`src/rtl/reorder_buffer_pkg.sv`:
```
// Shared reorder-buffer definitions: entry type encodings, default id width, per-entry record.
package reorder_buffer_pkg;

    localparam int ROB_WIDTH_DEFAULT = 4;

    typedef enum logic [1:0] {
        ROB_TYPE_REG    = 2'b00,
        ROB_TYPE_STORE  = 2'b01,
        ROB_TYPE_BRANCH = 2'b10,
        ROB_TYPE_JUMP   = 2'b11
    } rob_type_e;

    typedef struct packed {
        logic        busy;
        logic        ready;
        rob_type_e   robType;
        logic [4:0]  dest;
        logic [31:0] value;
        logic        predTaken;
        logic        actualTaken;
        logic [31:0] altPc;
    } rob_entry_t;

endpackage

```
`src/rtl/reorder_buffer.sv`:
```
// Circular in-order reorder buffer: allocate on issue, capture CDB results, retire one per cycle.
// Latency: CDB result for the head retires with registered outputs on the following edge.
// Backpressure: robFull blocks issue; a freed slot is visible to issue one cycle after commit.
module reorder_buffer
    import reorder_buffer_pkg::*;
#(
    parameter int ROB_WIDTH = ROB_WIDTH_DEFAULT
) (
    input  logic                 clockIn,
    input  logic                 resetIn,
    input  logic                 issueValid,
    input  logic [1:0]           issueType,
    input  logic [4:0]           issueDest,
    input  logic                 issuePredTaken,
    input  logic [31:0]          issueAltPc,
    output logic [ROB_WIDTH-1:0] issueRobId,
    output logic                 robFull,
    input  logic                 cdbValid,
    input  logic [ROB_WIDTH-1:0] cdbRobId,
    input  logic [31:0]          cdbValue,
    input  logic                 cdbTaken,
    input  logic [ROB_WIDTH-1:0] robRs1Dep,
    input  logic [ROB_WIDTH-1:0] robRs2Dep,
    output logic                 robRs1Ready,
    output logic                 robRs2Ready,
    output logic [31:0]          robRs1Value,
    output logic [31:0]          robRs2Value,
    output logic                 regUpdateValid,
    output logic [4:0]           regUpdateDest,
    output logic [31:0]          regUpdateValue,
    output logic [ROB_WIDTH-1:0] regUpdateRobId,
    output logic                 storeCommitValid,
    output logic [ROB_WIDTH-1:0] storeCommitRobId,
    output logic                 clearOut,
    output logic [31:0]          newPcOut
);

    localparam int DEPTH = 1 << ROB_WIDTH;

    rob_entry_t           entries [DEPTH];
    logic [ROB_WIDTH-1:0] head;
    logic [ROB_WIDTH-1:0] tail;
    logic [ROB_WIDTH:0]   count;

    rob_entry_t headEntry;
    logic       commitFire;
    logic       isCtrl;
    logic       mispredict;
    logic       writesRd;
    logic       isStore;
    logic       issueFire;
    logic       fwd1;
    logic       fwd2;

    assign robFull    = (count == (ROB_WIDTH+1)'(DEPTH));
    assign issueRobId = tail;

    always_comb begin
        headEntry  = entries[head];
        commitFire = headEntry.busy && headEntry.ready;
        isCtrl     = (headEntry.robType == ROB_TYPE_BRANCH) || (headEntry.robType == ROB_TYPE_JUMP);
        mispredict = commitFire && isCtrl && (headEntry.actualTaken != headEntry.predTaken);
        writesRd   = commitFire && (headEntry.dest != 5'd0) &&
                     ((headEntry.robType == ROB_TYPE_REG) || (headEntry.robType == ROB_TYPE_JUMP));
        isStore    = commitFire && (headEntry.robType == ROB_TYPE_STORE);
        issueFire  = issueValid && !robFull;
    end

    // Same-cycle CDB forwarding lets dependents wake without waiting for the array write.
    always_comb begin
        fwd1        = cdbValid && (cdbRobId == robRs1Dep);
        fwd2        = cdbValid && (cdbRobId == robRs2Dep);
        robRs1Ready = entries[robRs1Dep].busy && (entries[robRs1Dep].ready || fwd1);
        robRs2Ready = entries[robRs2Dep].busy && (entries[robRs2Dep].ready || fwd2);
        robRs1Value = fwd1 ? cdbValue : entries[robRs1Dep].value;
        robRs2Value = fwd2 ? cdbValue : entries[robRs2Dep].value;
    end

    always_ff @(posedge clockIn) begin
        if (resetIn) begin
            head             <= '0;
            tail             <= '0;
            count            <= '0;
            regUpdateValid   <= 1'b0;
            regUpdateDest    <= '0;
            regUpdateValue   <= '0;
            regUpdateRobId   <= '0;
            storeCommitValid <= 1'b0;
            storeCommitRobId <= '0;
            clearOut         <= 1'b0;
            newPcOut         <= '0;
            for (int i = 0; i < DEPTH; i++) begin
                entries[i] <= '0;
            end
        end else begin
            regUpdateValid   <= writesRd;
            regUpdateDest    <= writesRd ? headEntry.dest  : '0;
            regUpdateValue   <= writesRd ? headEntry.value : '0;
            regUpdateRobId   <= writesRd ? head            : '0;
            storeCommitValid <= isStore;
            storeCommitRobId <= isStore ? head : '0;
            clearOut         <= mispredict;
            newPcOut         <= mispredict ? headEntry.altPc : '0;

            if (mispredict) begin
                // Everything younger than the mispredicting entry is squashed, including this cycle's issue/CDB.
                head  <= '0;
                tail  <= '0;
                count <= '0;
                for (int i = 0; i < DEPTH; i++) begin
                    entries[i].busy <= 1'b0;
                end
            end else begin
                if (cdbValid && entries[cdbRobId].busy) begin
                    entries[cdbRobId].value       <= cdbValue;
                    entries[cdbRobId].actualTaken <= cdbTaken;
                    entries[cdbRobId].ready       <= 1'b1;
                end
                if (commitFire) begin
                    entries[head].busy <= 1'b0;
                    head               <= head + 1'b1;
                end
                if (issueFire) begin
                    entries[tail] <= '{busy:        1'b1,
                                       ready:       1'b0,
                                       robType:     rob_type_e'(issueType),
                                       dest:        issueDest,
                                       value:       32'd0,
                                       predTaken:   issuePredTaken,
                                       actualTaken: 1'b0,
                                       altPc:       issueAltPc};
                    tail <= tail + 1'b1;
                end
                count <= count + (ROB_WIDTH+1)'(issueFire) - (ROB_WIDTH+1)'(commitFire);
            end
        end
    end

endmodule

```
`config.mk`:
```
export PLATFORM = sky130hd
export DESIGN_NAME = reorder_buffer
export DESIGN_NICKNAME = d
export VERILOG_FILES = /design/src/rtl/reorder_buffer_pkg.sv /design/src/rtl/reorder_buffer.sv
export SDC_FILE = /design/constraint.sdc
export NUM_CORES = 2
export LEC_CHECK = 0
export CAP_MARGIN = 15
export CORE_MARGIN = 2
export CORE_UTILIZATION = 50
export DETAILED_ROUTE_END_ITERATION = 16
export PLACE_DENSITY = 0.67
export REMOVE_ABC_BUFFERS = 1
export SLEW_MARGIN = 15
export SYNTH_ARGS = -nofsm -noshare
export SYNTH_HDL_FRONTEND = slang
export SYNTH_SLANG_ARGS = --single-unit
```
`constraint.sdc`:
```
create_clock -name clockIn -period 18.5 [get_ports clockIn]
set_clock_uncertainty 0.1 [all_clocks]
set_input_delay 1.85 -clock clockIn [delete_from_list [all_inputs] [get_ports clockIn]]
set_output_delay 1.85 -clock clockIn [all_outputs]
set_load 0.02 [all_outputs]
```
Yosys cells after proc, flatten, opt, wreduce, memory -nomap -nowiden

Memory sizes are Yosys's and may differ from the RTL's. A register that Yosys moved wholly into a read port is not among the register bits.
Index checks and enable logic that the tools add are counted.

Add/sub/neg operators: 4
Shifts and indexed selects: 0
Reductions and logical operators: 26
Divide/modulo/power cells: 0
Equal/unequal tests: 7
Order comparisons: 0
Bitwise logic cells: 19
Multiply operators: 0
Muxes and demuxes: 46

Operators by type and width:

| cell                                                            | number |
|---|---|
| 75-bit 2-to-1 mux                                               | 3 |
| 75-bit OR reduction                                             | 3 |
| 32-bit 2-to-1 mux                                               | 2 |
| 1-bit 2-to-1 mux                                                | 33 |
| 4-bit 2-to-1 mux                                                | 5 |
| 1-bit OR                                                        | 16 |
| 1-bit logical AND                                               | 12 |
| 4-bit by 1-bit adder with 4-bit output, second input constant   | 2 |
| 4-bit == test                                                   | 2 |
| 2-bit OR reduction                                              | 4 |
| 5-bit by 1-bit adder with 5-bit output                          | 1 |
| 5-bit == test, second input constant                            | 1 |
| 5-bit nonzero test                                              | 1 |
| 5-bit by 1-bit subtractor with 5-bit output                     | 1 |
| 2-bit == test, second input constant                            | 2 |
| 1-bit logical OR                                                | 4 |
| 2-bit 2-to-1 mux                                                | 2 |
| 3-bit 2-to-1 mux                                                | 1 |
| 1-bit inverter                                                  | 3 |
| 2-bit by 1-bit == test with 1-bit output, second input constant | 1 |
| 2-bit zero test                                                 | 1 |
| 1-bit zero test                                                 | 1 |
| 1-bit inequality test                                           | 1 |

Output and inout bits: 151
Bits in latches: 0
Bits of input ports: 89
Memories: 1
Flip-flop bits (word level): 93
ROM bits: 0
Bits in writable memories: 1200
Word-level logic and storage cells: 114

Memories:

| memory  | depth | width | rd ports | clocked after memory_dff | wr ports | line                 | source |
|---|---|---|---|---|---|---|---|
| entries | 16    | 75    | 4        | 1                        | 16       | reorder_buffer.sv:40 | `rob_entry_t entries [DEPTH];` |

Logic depth before layout (Yosys ltp)

Word-level depth: 9
Gate-level depth with buffers: 17
Gate-level depth less buffers: 16

Least setup slack after synthesis

OpenSTA, ideal clock, no wires.

Kind: register -> register
Start point: register with a tool-made name
End point: memory entries[3][0] (netlist bit), enable pin
Setup slack: 11495 ps
Buffers on the path: 7
Stages on the path, launching flop included: 15
Library setup time: 495 ps
Arrival: 6410 ps
Cells stage by stage: dfxtp_1 > buf_6 > buf_6 > clkbuf_1 > clkbuf_1 > clkbuf_1 > mux4_2 > mux4_2 > ha_1 > or2_2 > nor2b_4 > and2_1 > buf_4 > buf_6 > o21ai_0

RTL lines:

| what             | line |
|---|---|
| end: declaration | reorder_buffer.sv:40 |

Final worst setup path

Start point: input robRs1Dep[0]
End point: output robRs1Value[8]

Cells in the longest elaborated chain, start to end: 3
Elaborated cells on any way between the ends: 4
Those cells by class: 1 x eq/ne; 1 x mux; 1 x reduce/logical; 1 x memory

RTL lines:

| what                                                                       | line                 | source |
|---|---|---|
| start: declaration                                                         | reorder_buffer.sv:22 | `input logic [ROB_WIDTH-1:0] robRs1Dep,` |
| parallel branches: the longest is 2 deep, another holds memory 16 x 75 bit | --                   |  |
| 32-bit 2-to-1 mux (*)                                                      | reorder_buffer.sv:75 | `robRs1Value = fwd1 ? cdbValue : entries[robRs1Dep].value;` |
| end: declaration                                                           | reorder_buffer.sv:26 | `output logic [31:0] robRs1Value,` |

Mark *: on every way between the ends.

==> out/metrics.yaml <==
post-place-ws_ns: 10.37
clock_path_buffers: 3
cts_tree: "done"
finalSetupTns_ns: 0
die_x_microns: 359
cp.required_ns: 16.55
end_kind: "output pin"
synth-edff-count: 640
root_buffer: "clkbuf_16"
leakagePower_nw: 25.3
synth-async-reset-ratio_pct: 0
drt_pass1_iterations: 5
fin_area_sq_mm: 0.0708
status: "finished clean"
cap_violations: 0
ir_drop_uv: 99.7
cp-start-kind: "input port"
port_buffers: 239
post_cts_buffers: 0
worstSetupPathType: "input port to output pin"
die_y_microns: 359
synth.top_cell.area_share_pct: 30.5
start_util_pct: 50.3
grt_overflow: 0
place.gp.congestion: 0.825
grt_start_max_net_pins: 149
tritoncts.num_buffers: 141
fin_nets: 4244
clkLatencyLatePin_ns: 0.80
drive_gt1_share_pct: 27.4
fp.dieArea_sq_mm: 0.129
finalSetupViolCount: 0
post-route-period-util_pct: 43.5
wl_per_cell_microns: 33.8
crit_path_max_fanout: 50
synth_cell_types: 67
synth_area_leaders: "edfxtp_1 (30%), mux4_2 (25%), dfxtp_1 (21%), a22o_1 (7.3%), and2_1 (4.4%)"
arrival_ns: 6.10
yosys-top-cells-count: "mux4_2 (693), dfxtp_1 (657), edfxtp_1 (640), a22o_1 (524), and2_1 (444)"
row_count: 130
max_freq_mhz: 124
grtUsageTotal_pct: 30.9
io_pins: 240
rsz0062_at_grt: "false"
grt_pass1_wl_microns: 290000
seq_area_frac_synth_pct: 51.3
syn_inst: 4152
wirelength_microns: 200000
tightest_slew_ns: 1.20
worstHoldPathType: "flip-flop to flip-flop"
yosysTopAreaCell: "edfxtp_1"
yosysMostFrequentCell: "mux4_2"
netlist_area_sq_mm: 0.0630
dp_hpwl_microns: 98300
antenna_found_initial: 20
ys_seq_elements: 1297
synth_flop_cell: "dfxtp_1"
antenna_left: 0
timing.final.ws_setup_ns: 10.45
maxSlewHeadroom_pct: 19.0
drc: 0
fin_crit_ns: 8.05
ys_warn_count: 0
area_delta_synth_final_pct: 12.3
powerDensity_mw_per_mm2: 90.9
hold_viol: 0
fillers: 9747
placed_cell_area_sq_mm: 0.0662
drv_slew: 0
vias: 40600
coreArea_sq_mm: 0.125
cts_num_sinks: 1297
grt_pass1_vias: 40900
cts.reportedPaths.clkPinSlew_ns: 0.06
cts_resized: 0
syn_avg_cell_area_sq_um: 15.2
viasPerCell: 6.88
htree_num_levels: 4
cts_hold_buf: 0
drt_iter0_markers: 5284
## worst max-delay path: stages
cell and delay [ns]:
buf_8 0.46, buf_4 0.75, buf_4 0.90, mux4_2 0.61, mux4_2 0.52, mux2_2 0.29
clkdlybuf4s50_1 0.56
## power by group
part,internal (mW),switching (mW),leakage (nW)
Combinational,0.159,0.308,11.1
Sequential,3.10,0.0258,11.9
Clock,1.65,1.19,2.25
Total,4.91,1.53,25.3
## cells in the final DEF, fill, tap and decap left out, types with 69 or more instances in the layout
| cell type | Yosys | final |
|---|---|---|
| buf_4 | 13 | 93 |
| and3_1 | 212 | 210 |
| dfxtp_1 | 657 | 653 |
| clkbuf_16 | 0 | 146 |
| edfxtp_1 | 640 | 640 |
| clkdlybuf4s50_1 | 0 | 230 |
| nor2b_1 | 73 | 69 |
| a22o_1 | 524 | 524 |
| mux4_2 | 693 | 693 |
| and2_1 | 444 | 444 |
## state kept, by name, indices dropped and copies added, names as in the netlist, named ones only
signal            cells
regUpdateDest         5
storeCommitValid      1
newPcOut             32
count                 5
clearOut              1
regUpdateValid        1
issueRobId            4
regUpdateValue       32
head                  4
regUpdateRobId        4
storeCommitRobId      4
entries            1200
## logic make-up (layout without fill, tap and decap cells)
| kind of cell | after synthesis | count (layout) | synth area share, % |
|---|---|---|---|
| AO/OA/AOI/OAI | 626 | 626 | 8.62 |
| XOR/XNOR | 20 | 20 | 0.278 |
| adder cells (fa/ha/maj) | 18 | 18 | 0.369 |
| buffers and inverters | 528 | 625 | 4.01 |
| flip-flops | 1297 | 1297 | 51.3 |
| multiplexers | 784 | 784 | 26.7 |
| other | 0 | 7 | 0 |
| AND/OR/NAND/NOR | 879 | 879 | 8.62 |
## worst paths after layout
check / endpoint / from / slack (ns) / cells past startpoint
setup / recovery: robRs1Value[8] / robRs1Dep[0] / 10.45 / 7
hold / removal: entries[3][32]$_SDFFE_PN0P_ / entries[3][32]$_SDFFE_PN0P_ / 0.37 / 1
setup reg to reg: entries[7][43]$_SDFFE_PN0P_ / flip-flop / 11.22 / 12
hold reg to reg: entries[3][32]$_SDFFE_PN0P_ / entries[3][32]$_SDFFE_PN0P_ / 0.37 / 1
## per-stage QoR
stage                     util [%]  instances  total power [mW]  hold slack, ns
after floorplan                  -       3661              3.39           0.337
after global placement        52.8       5644              3.64           0.352
after detailed placement      52.8       5644              3.65           0.357
after CTS                     56.5       5899              6.46           0.372
after global routing          56.5       5905              6.59           0.390
final                         56.5       5906              6.44           0.370
## layout make-up
cell class | instances | area (sq um) | area share (%)
tap | 1650 | 2060 | 2.91
timing repair buffer | 333 | 3130 | 4.42
multi-input combinational | 2327 | 28500 | 40.2
inverter | 37 | 139 | 0.196
sequential | 1297 | 32400 | 45.7
clock buffer | 215 | 4100 | 5.79
clock inverter | 40 | 515 | 0.728
antenna | 7 | 17.5 | 0.0247
## per-layer routing
metal  part of all wire [%]  GRT usage [%]  up-vias
li1                       -              -    16500
met4                    4.3           12.9       22
met2                     47           48.4     2610
met5                  0.070              0        -
met1                     38           41.9    21000
met3                     11           6.89      533
Note: power is estimated with default switching activity, not from simulation.
